$ cat config.mk
export PLATFORM = sky130hd
export DESIGN_NAME = dram_port_arbiter
export DESIGN_NICKNAME = d
export VERILOG_FILES = /design/src/rtl/dram_port_arbiter.sv
export SDC_FILE = /design/constraint.sdc
export NUM_CORES = 1
export LEC_CHECK = 0
export CORE_ASPECT_RATIO = 1.1
export CORE_MARGIN = 4
export CORE_UTILIZATION = 33
export DETAILED_ROUTE_END_ITERATION = 12
export GPL_ROUTABILITY_DRIVEN = 0
export PLACE_DENSITY = 0.81
export SLEW_MARGIN = 20
export SYNTH_ARGS = -nofsm -noshare
export SYNTH_HDL_FRONTEND = slang
export SYNTH_SLANG_ARGS = --single-unit
$ cat constraint.sdc
create_clock -name Clock -period 2.7 [get_ports Clock]
set_input_delay 0.675 -clock Clock [delete_from_list [all_inputs] [get_ports Clock]]
set_output_delay 0.675 -clock Clock [all_outputs]
set_load 0.03 [all_outputs]
$ cat src/rtl/dram_port_arbiter.sv
// Two-port round-robin arbiter sharing one DRAM controller between the cache
// controller (port A) and a secondary bus master (port B).
module dram_port_arbiter #(
    parameter int unsigned MAX_HOLD = 4096
) (
    input  logic        Clock,
    input  logic        Reset_L,
    input  logic        SelA_L,
    input  logic        AS_A_L,
    input  logic        UDS_A_L,
    input  logic        LDS_A_L,
    input  logic        WE_A_L,
    input  logic [31:0] AddrA,
    input  logic [15:0] DataA,
    output logic        DtackA_L,
    input  logic        SelB_L,
    input  logic        AS_B_L,
    input  logic        UDS_B_L,
    input  logic        LDS_B_L,
    input  logic        WE_B_L,
    input  logic [31:0] AddrB,
    input  logic [15:0] DataB,
    output logic        DtackB_L,
    input  logic        DtackFromDram_L,
    output logic        DramSelect_L,
    output logic        AS_Dram_L,
    output logic        UDS_Dram_L,
    output logic        LDS_Dram_L,
    output logic        WE_Dram_L,
    output logic [31:0] AddrDram,
    output logic [15:0] DataDram,
    output logic        GrantA_H,
    output logic        GrantB_H,
    output logic        Timeout_H,
    output logic [1:0]  ArbState
);

    typedef enum logic [1:0] {
        S_IDLE    = 2'b00,
        S_GRANT_A = 2'b01,
        S_GRANT_B = 2'b10,
        S_RELEASE = 2'b11
    } state_t;

    localparam logic [15:0] HOLD_LIMIT = 16'(MAX_HOLD);

    state_t      r_state;
    logic        r_last_b;
    logic [15:0] r_hold;
    logic        r_timeout;
    logic        r_grant_a;
    logic        r_grant_b;

    logic        w_req_a;
    logic        w_req_b;
    logic [15:0] w_hold_inc;

    assign w_req_a    = !SelA_L && !AS_A_L;
    assign w_req_b    = !SelB_L && !AS_B_L;
    assign w_hold_inc = r_hold + 16'd1;

    // r_last_b resets to 1 so that A wins the first tie out of reset.
    always_ff @(posedge Clock or negedge Reset_L) begin
        if (!Reset_L) begin
            r_state   <= S_IDLE;
            r_last_b  <= 1'b1;
            r_hold    <= '0;
            r_timeout <= 1'b0;
            r_grant_a <= 1'b0;
            r_grant_b <= 1'b0;
        end else begin
            case (r_state)
                S_IDLE: begin
                    if (w_req_a && (!w_req_b || r_last_b)) begin
                        r_state   <= S_GRANT_A;
                        r_last_b  <= 1'b0;
                        r_hold    <= '0;
                        r_grant_a <= 1'b1;
                    end else if (w_req_b) begin
                        r_state   <= S_GRANT_B;
                        r_last_b  <= 1'b1;
                        r_hold    <= '0;
                        r_grant_b <= 1'b1;
                    end
                end
                S_GRANT_A, S_GRANT_B: begin
                    // Watchdog only flags; the grant is never revoked.
                    if (r_hold != HOLD_LIMIT)
                        r_hold <= w_hold_inc;
                    if (w_hold_inc >= HOLD_LIMIT)
                        r_timeout <= 1'b1;
                    if ((r_state == S_GRANT_A) ? !w_req_a : !w_req_b) begin
                        r_state   <= S_RELEASE;
                        r_grant_a <= 1'b0;
                        r_grant_b <= 1'b0;
                    end
                end
                S_RELEASE: begin
                    r_state <= S_IDLE;
                end
                default: begin
                    r_state <= S_IDLE;
                end
            endcase
        end
    end

    // Bus muxing is decoded from state so an async reset idles the bus at once.
    always_comb begin
        DramSelect_L = 1'b1;
        AS_Dram_L    = 1'b1;
        UDS_Dram_L   = 1'b1;
        LDS_Dram_L   = 1'b1;
        WE_Dram_L    = 1'b1;
        AddrDram     = '0;
        DataDram     = '0;
        DtackA_L     = 1'b1;
        DtackB_L     = 1'b1;
        if (r_state == S_GRANT_A) begin
            DramSelect_L = SelA_L;
            AS_Dram_L    = AS_A_L;
            UDS_Dram_L   = UDS_A_L;
            LDS_Dram_L   = LDS_A_L;
            WE_Dram_L    = WE_A_L;
            AddrDram     = AddrA;
            DataDram     = DataA;
            DtackA_L     = DtackFromDram_L;
        end else if (r_state == S_GRANT_B) begin
            DramSelect_L = SelB_L;
            AS_Dram_L    = AS_B_L;
            UDS_Dram_L   = UDS_B_L;
            LDS_Dram_L   = LDS_B_L;
            WE_Dram_L    = WE_B_L;
            AddrDram     = AddrB;
            DataDram     = DataB;
            DtackB_L     = DtackFromDram_L;
        end
    end

    assign GrantA_H  = r_grant_a;
    assign GrantB_H  = r_grant_b;
    assign Timeout_H = r_timeout;
    assign ArbState  = r_state;

endmodule

==> results.toml <==
[clock_network]
cts_tree = "done"
clock_sinks = 22
clockRootBuffer = "clkbuf_8"
post_cts.repair.setup_buffers = 0
worst_skew_pair.late_latency_ns = 0.26
ctsResizeCount = 0
clkSlewWorstSetupHoldPaths_ns = 0.08
htree_levels = 1
hold_buffers = 0
ctsLongestPathBuffers = 2
tritoncts.num_buffers = 3

[routing]
post_drt_via_cell_ratio = 5.53
antenna_left = 0
per_cell_routed_wire_length_um = 18.5
dr.first_iter.drc_count = 98
vias = 2643
dr.pass1.iters = 4
postRouteWirelength_mm = 8.85
drc = 0

[critical_path]
cp-end-kind = "primary output"
critical_path.startpoint_type = "register"
arrival_ns = 1.91
cp_data_required_time_ns = 2.03
regToRegEndpoint = "r_hold[6]$_DFFE_PN0P_"
critical_path_peak_fanout = 40
reg2reg_setup_slack_ns = 0.69
critical-path-slowest-cell = "dfrtp_1"
path_type_of_the_worst_setup_path = "reg -> out"
delay_of_the_slowest_critical_path_stage_ns = 0.41
regToRegStartpoint = "ArbState[0]$_DFFE_PN0P_"
crit_path_end = "AddrDram[17]"
crit_start = "ArbState[1]$_DFFE_PN0P_"
crit_path_cell_trace = "inv_1, ha_2, buf_4, a22o_1, buf_12"
worst_reg_to_reg_path_cell_count = 7

[floorplanning]
start_util = 0.349
die_area_mm2 = 0.00759
placement_rows = 29
fp.dieH_um = 91.0
num_io_pins = 169
core_area_mm2 = 0.00591
die_width_um = 83.4

[sta]
final_period_minus_worst_setup_slack_ns = 2.59
setup_violations = 0
maxSlewHeadroom = 0.700
hold_slack_ns = 0.485
setup-tns-final_ns = 0
grt_setup_unrepaired = "no"
slew_viol_final = 0
fmaxAchievable_mhz = 386
fin_worst_skew_ns = 0.00281
final_min_period_over_clock_period = 0.958
hold_violations = 0
worst_pin_slew_ns = 0.445

[synth]
yosys.area_share.xor_xnor = 0.00848
ys_async_sr_fraction = 1.00
synth_compound_area_frac = 0.391
synthesis.area_per_instance_um2 = 8.61
synth_seq_area_share = 0.267
postSynthRegisterBits = 22
netlist-cell-type-count = 48
netlist.area_leader.share = 0.254
synth-simple-area-share = 0.216
muxShareOfSynthArea = 0.0157
synthTopCellsByArea = "dfrtp_1 (25%), a22o_1 (20%), o221ai_2 (5.1%), o21ai_0 (4.4%), nand2_1 (3.6%)"
synthTopCellsByCount = "a22o_1 (48), dfrtp_1 (21), nand2_1 (20), o21ai_0 (18), inv_1 (14)"
synth_edf_count = 0
synthCells = 240
yosysWarningCount = 0
mappedNetlistNets = 354
yosysMostFrequentCell = "a22o_1"
post_synth_instance_area_mm2 = 0.00207
synthAdderAreaFrac = 0.0303
combinational_family_with_the_most_area_after_synthesis = "compound AO/OA/AOI/OAI gates"
netlist.top_cell.by_area = "dfrtp_1"
synth_ff_type = "dfrtp_1"

[power]
p_int_w = 0.00202
power.switching_w = 0.00237
comb_power_share = 0.807
cellPowerDensity_mw_per_mm2 = 1150
p_seq_frac = 0.139
total_leakage_power_nw = 1.62
pwr-share-clk = 0.054
worst_ir_drop_vdd_mv = 0.534
power_switching_share = 0.539

[finish]
post_route_cells_drive_above_1_share = 0.212
insertedDiodeCount = 0
flow.area_growth_from_synthesis_pct = 84.8
layout.nets = 516
final_cells = 478

[run_status]
outcome = "complete, no violations"

[global_routing]
number_of_antenna_violations_at_the_first_check_in_global_routing = 0
largest_net_degree_at_the_start_of_global_routing = 48
track_usage = 0.225
total_overflow_reported_by_the_global_router = 0
grt_first_pass_wirelength_mm = 14.1
via_count_of_the_first_global_routing_pass = 2584

[placement]
place.port_buffers = 168
post-dp-hpwl_mm = 7.04
dpl.cell_count = 474

[flow_run]
timing.max_cap.violations = 0

[min_path]
hold_path_start = "r_last_b$_DFFE_PN1P_"
worstHoldPathType = "reg -> reg"
==> cell type report <==
| type | count | area (µm²) |
|---|---|---|
| fillers | 480 | 2100 |
| inverters | 14 | 52.6 |
| multi-input cells | 183 | 1380 |
| repair buffers | 178 | 1690 |
| well taps | 77 | 96.3 |
| clock buffers | 4 | 55.1 |
| flip-flops and latches | 22 | 552 |
==> routing by layer <==
metal,GRT usage,up-vias,routed length [µm]
li1,-,1257,-
met1,0.271,1267,3470
met2,0.392,109,4410
met3,0.0751,10,852
met4,0.0496,0,113
met5,0,-,0
==> how the worst min path moves through the flow <==
stage | cells past startpoint | slack (ns) | endpoint
after floorplan | 0 | 0.38 | ArbState[0]$_DFFE_PN0P_
after global placement | 1 | 0.48 | r_last_b$_DFFE_PN1P_
after detailed placement | 1 | 0.47 | r_last_b$_DFFE_PN1P_
after CTS | 1 | 0.48 | r_last_b$_DFFE_PN1P_
after global routing | 1 | 0.51 | r_last_b$_DFFE_PN1P_
final | 1 | 0.49 | r_last_b$_DFFE_PN1P_
==> registers in the layout (all words and copies together) (netlist names) <==
name and flops:
r_hold 16, Timeout_H 1, r_last_b 1, ArbState 2, GrantB_H 1, GrantA_H 1
==> cell families after synthesis <==
group,after synthesis
buf+inv,35
mux,3
xor+xnor,2
fa+ha+maj,5
compound gates,99
flops,22
simple gates,74
==> worst max-delay path, delay by kind of cell (launching register included) <==
kind            cells  cell delay, ns
flops               1            0.41
fa+ha+maj           1            0.30
buf+inv             3            0.66
compound gates      1            0.29
==> through the flow <==
stage                util  instance area (µm²)  total power [W]  setup WS, ns
CTS                 0.645                 3820          0.00441        0.0950
global placement    0.636                 3760          0.00412         0.122
finish              0.645                 3820          0.00439         0.112
global route        0.645                 3820          0.00466       0.00115
floorplan               -                 2070          0.00279        0.0925
detailed placement  0.636                 3760          0.00417         0.117
==> layout by cell type, fill, tap and decap left out, types with 5 or more instances in the layout <==
cell and n:
nor2_1 7, buf_4 58, a22o_1 48, a21oi_1 5
nand3b_1 6, buf_12 5, o21ai_1 5, clkdlybuf4s50_1 115
nand2b_1 5, o21ai_0 17, o221ai_2 7, nand3_1 8
inv_1 14, nand2_1 20, dfrtp_1 21
==> power by group through the flow <==
stage	Clock [W]	Combinational (W)	Sequential (W)
5_1_grt	0.000258	0.00377	0.000632
6_report	0.000235	0.00354	0.000612
4_1_cts	0.000243	0.00356	0.000609
3_3_place_gp	0	0.00351	0.000606
3_5_place_dp	0	0.00355	0.000616
2_1_floorplan	0	0.00217	0.000614
No activity file was read; power rests on OpenSTA's default activity.
